===== src/rtl/div_seq_pkg.sv =====
// div_seq_pkg: shared state enum, divider State codes and status codes for the DIV sequencer.
package div_seq_pkg;

    typedef enum logic [2:0] {
        S_IDLE, S_CHECK, S_EVAL, S_INIT, S_ITER, S_FINAL, S_WRITE, S_ZERO
    } state_e;

    localparam logic [1:0] DS_CHECK = 2'b00;
    localparam logic [1:0] DS_INIT  = 2'b01;
    localparam logic [1:0] DS_ITER  = 2'b10;
    localparam logic [1:0] DS_FINAL = 2'b11;

    localparam logic [1:0] ST_NONE = 2'b00;
    localparam logic [1:0] ST_DONE = 2'b01;
    localparam logic [1:0] ST_ZERO = 2'b10;

    function automatic logic [1:0] ds_of(state_e s);
        return s == S_INIT  ? DS_INIT  :
               s == S_ITER  ? DS_ITER  :
               s == S_FINAL ? DS_FINAL : DS_CHECK;
    endfunction

endpackage


===== src/rtl/div_seq_counter.sv =====
// div_seq_counter: saturating ITER cycle counter with synchronous clear and watchdog limit compare.
module div_seq_counter #(
    parameter int ITER_LIMIT = 40,
    parameter int CNT_W      = 6
) (
    input  logic Clock,
    input  logic Reset,
    input  logic clr_i,
    input  logic inc_i,
    output logic hit_o
);

    localparam logic [CNT_W-1:0] LAST = CNT_W'(ITER_LIMIT - 1);

    logic [CNT_W-1:0] cnt_q, cnt_d;

    assign hit_o = cnt_q == LAST;

    always_comb cnt_d = clr_i ? '0 : (inc_i && !hit_o) ? cnt_q + 1'b1 : cnt_q;

    always_ff @(posedge Clock or posedge Reset)
        if (Reset) cnt_q <= '0;
        else       cnt_q <= cnt_d;

endmodule


===== src/rtl/div_sequencer.sv =====
// div_sequencer: control FSM sequencing the iterative signed divider for DIV instructions.
// Optional DIVSEQ_ABORT_EN adds an Abort input that cancels a divide in flight.
module div_sequencer
    import div_seq_pkg::*;
#(
    parameter int ITER_LIMIT = 40,
    parameter int CNT_W      = 6
) (
    input  logic       Clock,
    input  logic       Reset,
    input  logic       Start,
`ifdef DIVSEQ_ABORT_EN
    input  logic       Abort,
`endif
    input  logic [1:0] DivStatus,
    output logic [1:0] DivState,
    output logic       HiLoWrite,
    output logic       DivZero,
    output logic       Timeout,
    output logic       Busy,
    output logic       Done
);

    state_e     state_q, state_d;
    logic       to_q, to_d;
    logic       hit, abort_hit, abort_done;
    logic [1:0] ds_q;
    logic       hilo_q, zero_q, tmo_q, busy_q, done_q;

`ifdef DIVSEQ_ABORT_EN
    assign abort_hit = Abort && state_q != S_IDLE;
`else
    assign abort_hit = 1'b0;
`endif
    // An abort in WRITE/ZERO already has its Done pulse in flight; do not pulse twice.
    assign abort_done = abort_hit && state_q != S_WRITE && state_q != S_ZERO;

    div_seq_counter #(.ITER_LIMIT(ITER_LIMIT), .CNT_W(CNT_W)) u_cnt (
        .Clock (Clock),
        .Reset (Reset),
        .clr_i (state_q == S_INIT),
        .inc_i (state_q == S_ITER),
        .hit_o (hit)
    );

    always_comb begin
        state_d = state_q;
        to_d    = to_q;
        case (state_q)
            S_IDLE:  state_d = Start ? S_CHECK : S_IDLE;
            S_CHECK: state_d = S_EVAL;
            S_EVAL:  state_d = DivStatus == ST_ZERO ? S_ZERO : S_INIT;
            S_INIT: begin
                state_d = S_ITER;
                to_d    = 1'b0;
            end
            S_ITER: begin
                state_d = (DivStatus == ST_DONE || hit) ? S_FINAL : S_ITER;
                to_d    = hit && DivStatus != ST_DONE;
            end
            S_FINAL: state_d = S_WRITE;
            default: state_d = S_IDLE;
        endcase
        if (abort_hit) begin
            state_d = S_IDLE;
            to_d    = 1'b0;
        end
    end

    // Outputs are decoded from the next state so they line up with the state register.
    always_ff @(posedge Clock or posedge Reset)
        if (Reset) begin
            state_q <= S_IDLE;
            to_q    <= 1'b0;
            ds_q    <= DS_CHECK;
            hilo_q  <= 1'b0;
            zero_q  <= 1'b0;
            tmo_q   <= 1'b0;
            busy_q  <= 1'b0;
            done_q  <= 1'b0;
        end else begin
            state_q <= state_d;
            to_q    <= to_d;
            ds_q    <= ds_of(state_d);
            hilo_q  <= state_d == S_WRITE;
            zero_q  <= state_d == S_ZERO;
            tmo_q   <= state_d == S_WRITE && to_d;
            busy_q  <= state_d != S_IDLE || abort_done;
            done_q  <= state_d == S_WRITE || state_d == S_ZERO || abort_done;
        end

    assign DivState  = ds_q;
    assign HiLoWrite = hilo_q;
    assign DivZero   = zero_q;
    assign Timeout   = tmo_q;
    assign Busy      = busy_q;
    assign Done      = done_q;

endmodule

===== config.mk =====
export PLATFORM = sky130hd
export DESIGN_NAME = div_sequencer
export DESIGN_NICKNAME = d
export VERILOG_FILES = /design/src/rtl/div_seq_pkg.sv /design/src/rtl/div_seq_counter.sv /design/src/rtl/div_sequencer.sv
export SDC_FILE = /design/constraint.sdc
export NUM_CORES = 1
export LEC_CHECK = 0
export CAP_MARGIN = 30
export CORE_ASPECT_RATIO = 0.5
export CORE_UTILIZATION = 29
export CTS_CLUSTER_DIAMETER = 30
export DETAILED_ROUTE_END_ITERATION = 16
export HOLD_SLACK_MARGIN = 0.15
export PLACE_DENSITY = 0.56
export REMOVE_ABC_BUFFERS = 1
export SLEW_MARGIN = 30
export SYNTH_ARGS = -nofsm -noshare
export SYNTH_HDL_FRONTEND = slang
export SYNTH_SLANG_ARGS = --single-unit

===== constraint.sdc =====
create_clock -name Clock -period 2.3 [get_ports Clock]
set_input_delay 0.23 -clock Clock [delete_from_list [all_inputs] [get_ports Clock]]
set_output_delay 0.23 -clock Clock [all_outputs]
set_load 0.03 [all_outputs]

==> impl_metrics.csv <==
group,metric,value,unit
status,outcome,"finished clean",
pwr,p_per_area,1110,nW/um^2
finish,diodes,0,
sta,worst_slew_pin_slew,0.636,ns
yosys,async_flop_share,100,%
floorplan,start_util,33.1,%
global_route,antenna_found_initial,0,
clock_network,clock_sinks,17,
routing,dr.pass1.iters,4,
global_route,grt_overflow,0,
clock_network,cts_inserted_buffers,3,
sta,rsz0062_at_grt,"false",
finish,area_growth,23.0,%
pwr,p_sw,401,uW
worst_setup_path,crit_required,2.42,ns
routing,wl_per_cell,12.8,microns
yosys,synth_edf_count,0,
yosys,synth.area.top_cells,"dfrtp_1, mux2i_1, nand2_1",
clock_network,clkTransAtPathRegs,0.07,ns
routing,remaining_drc_errors,0,
routing,met1_length,690,microns
clock_network,cts_tree,"yes",
sta,fin_crit,1.70,ns
finish,layout_common_cells,"dfrtp_1, clkdlybuf4s50_1, nand2_1",
worst_setup_path,crit_arrival,1.82,ns
yosys,ys_warn_count,0,
yosys,ys_seq_area_share,53.9,%
pwr,p_leak,0.452,nW
yosys,netlist_area,790,sq um
floorplan,die-area,2950,sq um
routing,ant_nets,0,
clock_network,cts_buffer_depth,2,
floorplan,die_width,75.8,microns
worst_hold_path,worstHoldPathType,"input pin to asynchronous set/reset pin",
finish,layout.area.seq,425,sq um
global_route,grt_pass1_vias,608,
yosys,syn_area_per_cell,11.0,sq um
clock_network,post-cts-setup-buffer-count,0,
yosys,synth_area_leader_cell,"dfrtp_1",
finish,drive_above_1_share,5.95,%
floorplan,coreArea,2390,sq um
routing,totalWireLength,1530,microns
sta,worst_slack,0.600,ns
placed_design,finalWeightedCongestion,0.800,
pwr,clkPwrFrac,20.7,%
worst_setup_path,critPathMaxFanout,12,
floorplan,io_pins,12,
global_route,grt_max_degree,18,
routing,drt_iter0_drc,35,
worst_setup_path,critical_path_class,"flip-flop to flip-flop",
routing,vias_per_cell,4.99,
worst_setup_path,cp-start-kind,"flip-flop",
sta,hold_viol_final,0,
routing,dr_total_vias,594,
yosys,syn_inst,72,
clock_network,root_buffer,"clkbuf_8",
flow_run,drv_cap,0,
yosys,ys_types,32,
sta,slew_viol_final,0,
pwr,p_comb_share,34.9,%
yosys,yosysTopAreaCellShare,53.9,%
pwr,peakVddDrop,354,uV
finish,multi_input_area,338,sq um
floorplan,fp.dieH,38.9,microns
global_route,grtUsageTotal,12.2,%
clock_network,clk_latency,0.25,ns
floorplan,num_rows,12,
pwr,p_int,674,uW
routing,met2_length,763,microns
clock_network,hold_buffers,0,
global_route,grt_pass1_wl,2550,microns
worst_setup_path,r2r_cells,3,
sta,relSlewSlack,57.5,%
finish,fillerInstances,217,
finish,final_common_cell,"dfrtp_1",
yosys,synth-seq-cells,17,
sta,finClkSkew,0.00171,ns
placed_design,dp_hpwl,1090,microns
worst_setup_path,endpoint_kind,"flip-flop",
yosys,synth_ff_type,"dfrtp_1",
clock_network,h-tree-depth,1,
pwr,switching_share,37.3,%
placed_design,port-buffer-count,11,
sta,fin_crit_sh,73.9,%
pwr,power_frac_seq,44.4,%
sta,finalSetupTns,0,ns
finish,final_nets,91,
clock_network,post_cts.resized_instances,0,
sta,report.final.setup_viol,0,
placed_design,post-place-ws,0.629,ns
routing,route.met3.wl,58,microns
sta,fmaxAchievable,588,MHz
finish,final_util,40.7,%
routing,highest_layer,"met4",
[critical path, cell delays in order (launching register included)]
cell	delay, ns
dfrtp_1	0.51
nor3b_1	0.56
o21ai_0	0.33
mux2i_1	0.18
[metal layers]
layer,vias up,GRT usage (%)
met5,-,0
met4,0,4.17
met3,2,4.95
met2,16,22.1
met1,295,13.2
li1,281,-
[kinds of logic (layout without fill, tap and decap cells)]
| kind of cell | after synthesis | in the layout | synth area share [%] |
|---|---|---|---|
| muxes | 4 | 4 | 5.07 |
| DFF | 17 | 17 | 53.9 |
| buffers and inverters | 5 | 17 | 3.33 |
| adders and majority gates | 1 | 1 | 1.58 |
| AOI/OAI and AO/OA | 15 | 15 | 13.6 |
| and+or+nand+nor | 30 | 30 | 22.5 |
[registers in the layout, summed over array words and instances (netlist names)]
| name | cells |
|---|---|
| u_cnt.cnt_q | 6 |
| state_q | 3 |
| DivState | 2 |
| Busy | 1 |
| DivZero | 1 |
| Done | 1 |
| HiLoWrite | 1 |
| Timeout | 1 |
| to_q | 1 |
[per-stage QoR]
stage	area (sq um)	cells	hold slack (ns)	power, mW
after floorplan	771	69	0.156	0.721
after global placement	925	115	0.481	0.848
after detailed placement	925	115	0.503	0.858
after CTS	971	119	0.395	1.08
after global routing	971	119	0.449	1.14
final	971	119	0.368	1.08
[area by class of cell]
class,instances,area share (%)
Clock buffer,3,4.25
Clock inverter,1,0.515
Inverter,2,0.773
Multi-Input combinational cell,50,34.8
Sequential cell,17,43.8
Tap cell,35,4.51
Timing Repair Buffer,11,11.3
[final timing paths]
| kind | end | slack [ns] | from |
|---|---|---|---|
| max | u_cnt.cnt_q[1]$_DFFE_PP0P_ | 0.60 | state_q[0]$_DFF_PP0_ |
| min | Busy$_DFF_PP0_ | 0.37 | Reset |
| max reg2reg | u_cnt.cnt_q[1]$_DFFE_PP0P_ | 0.60 | state_q[0]$_DFF_PP0_ |
| min reg2reg | u_cnt.cnt_q[4]$_DFFE_PP0P_ | 0.51 | u_cnt.cnt_q[4]$_DFFE_PP0P_ |
| max in group asynchronous | u_cnt.cnt_q[1]$_DFFE_PP0P_ | 1.52 | Reset |
| min in group Clock | u_cnt.cnt_q[4]$_DFFE_PP0P_ | 0.51 | u_cnt.cnt_q[4]$_DFFE_PP0P_ |
[cell usage after synthesis, types with 3 or more instances]
master,instances
mux2i_1,4
dfrtp_1,17
nor2b_1,3
nand2_1,7
[power groups by stage]
stage	sequential [mW]	clock, mW	combinational [mW]
detailed placement	0.480	0	0.378
floorplan	0.530	0	0.191
global placement	0.479	0	0.368
CTS	0.474	0.227	0.380
global route	0.492	0.238	0.412
finish	0.477	0.223	0.376
Note: power is estimated with default switching activity, not from simulation.
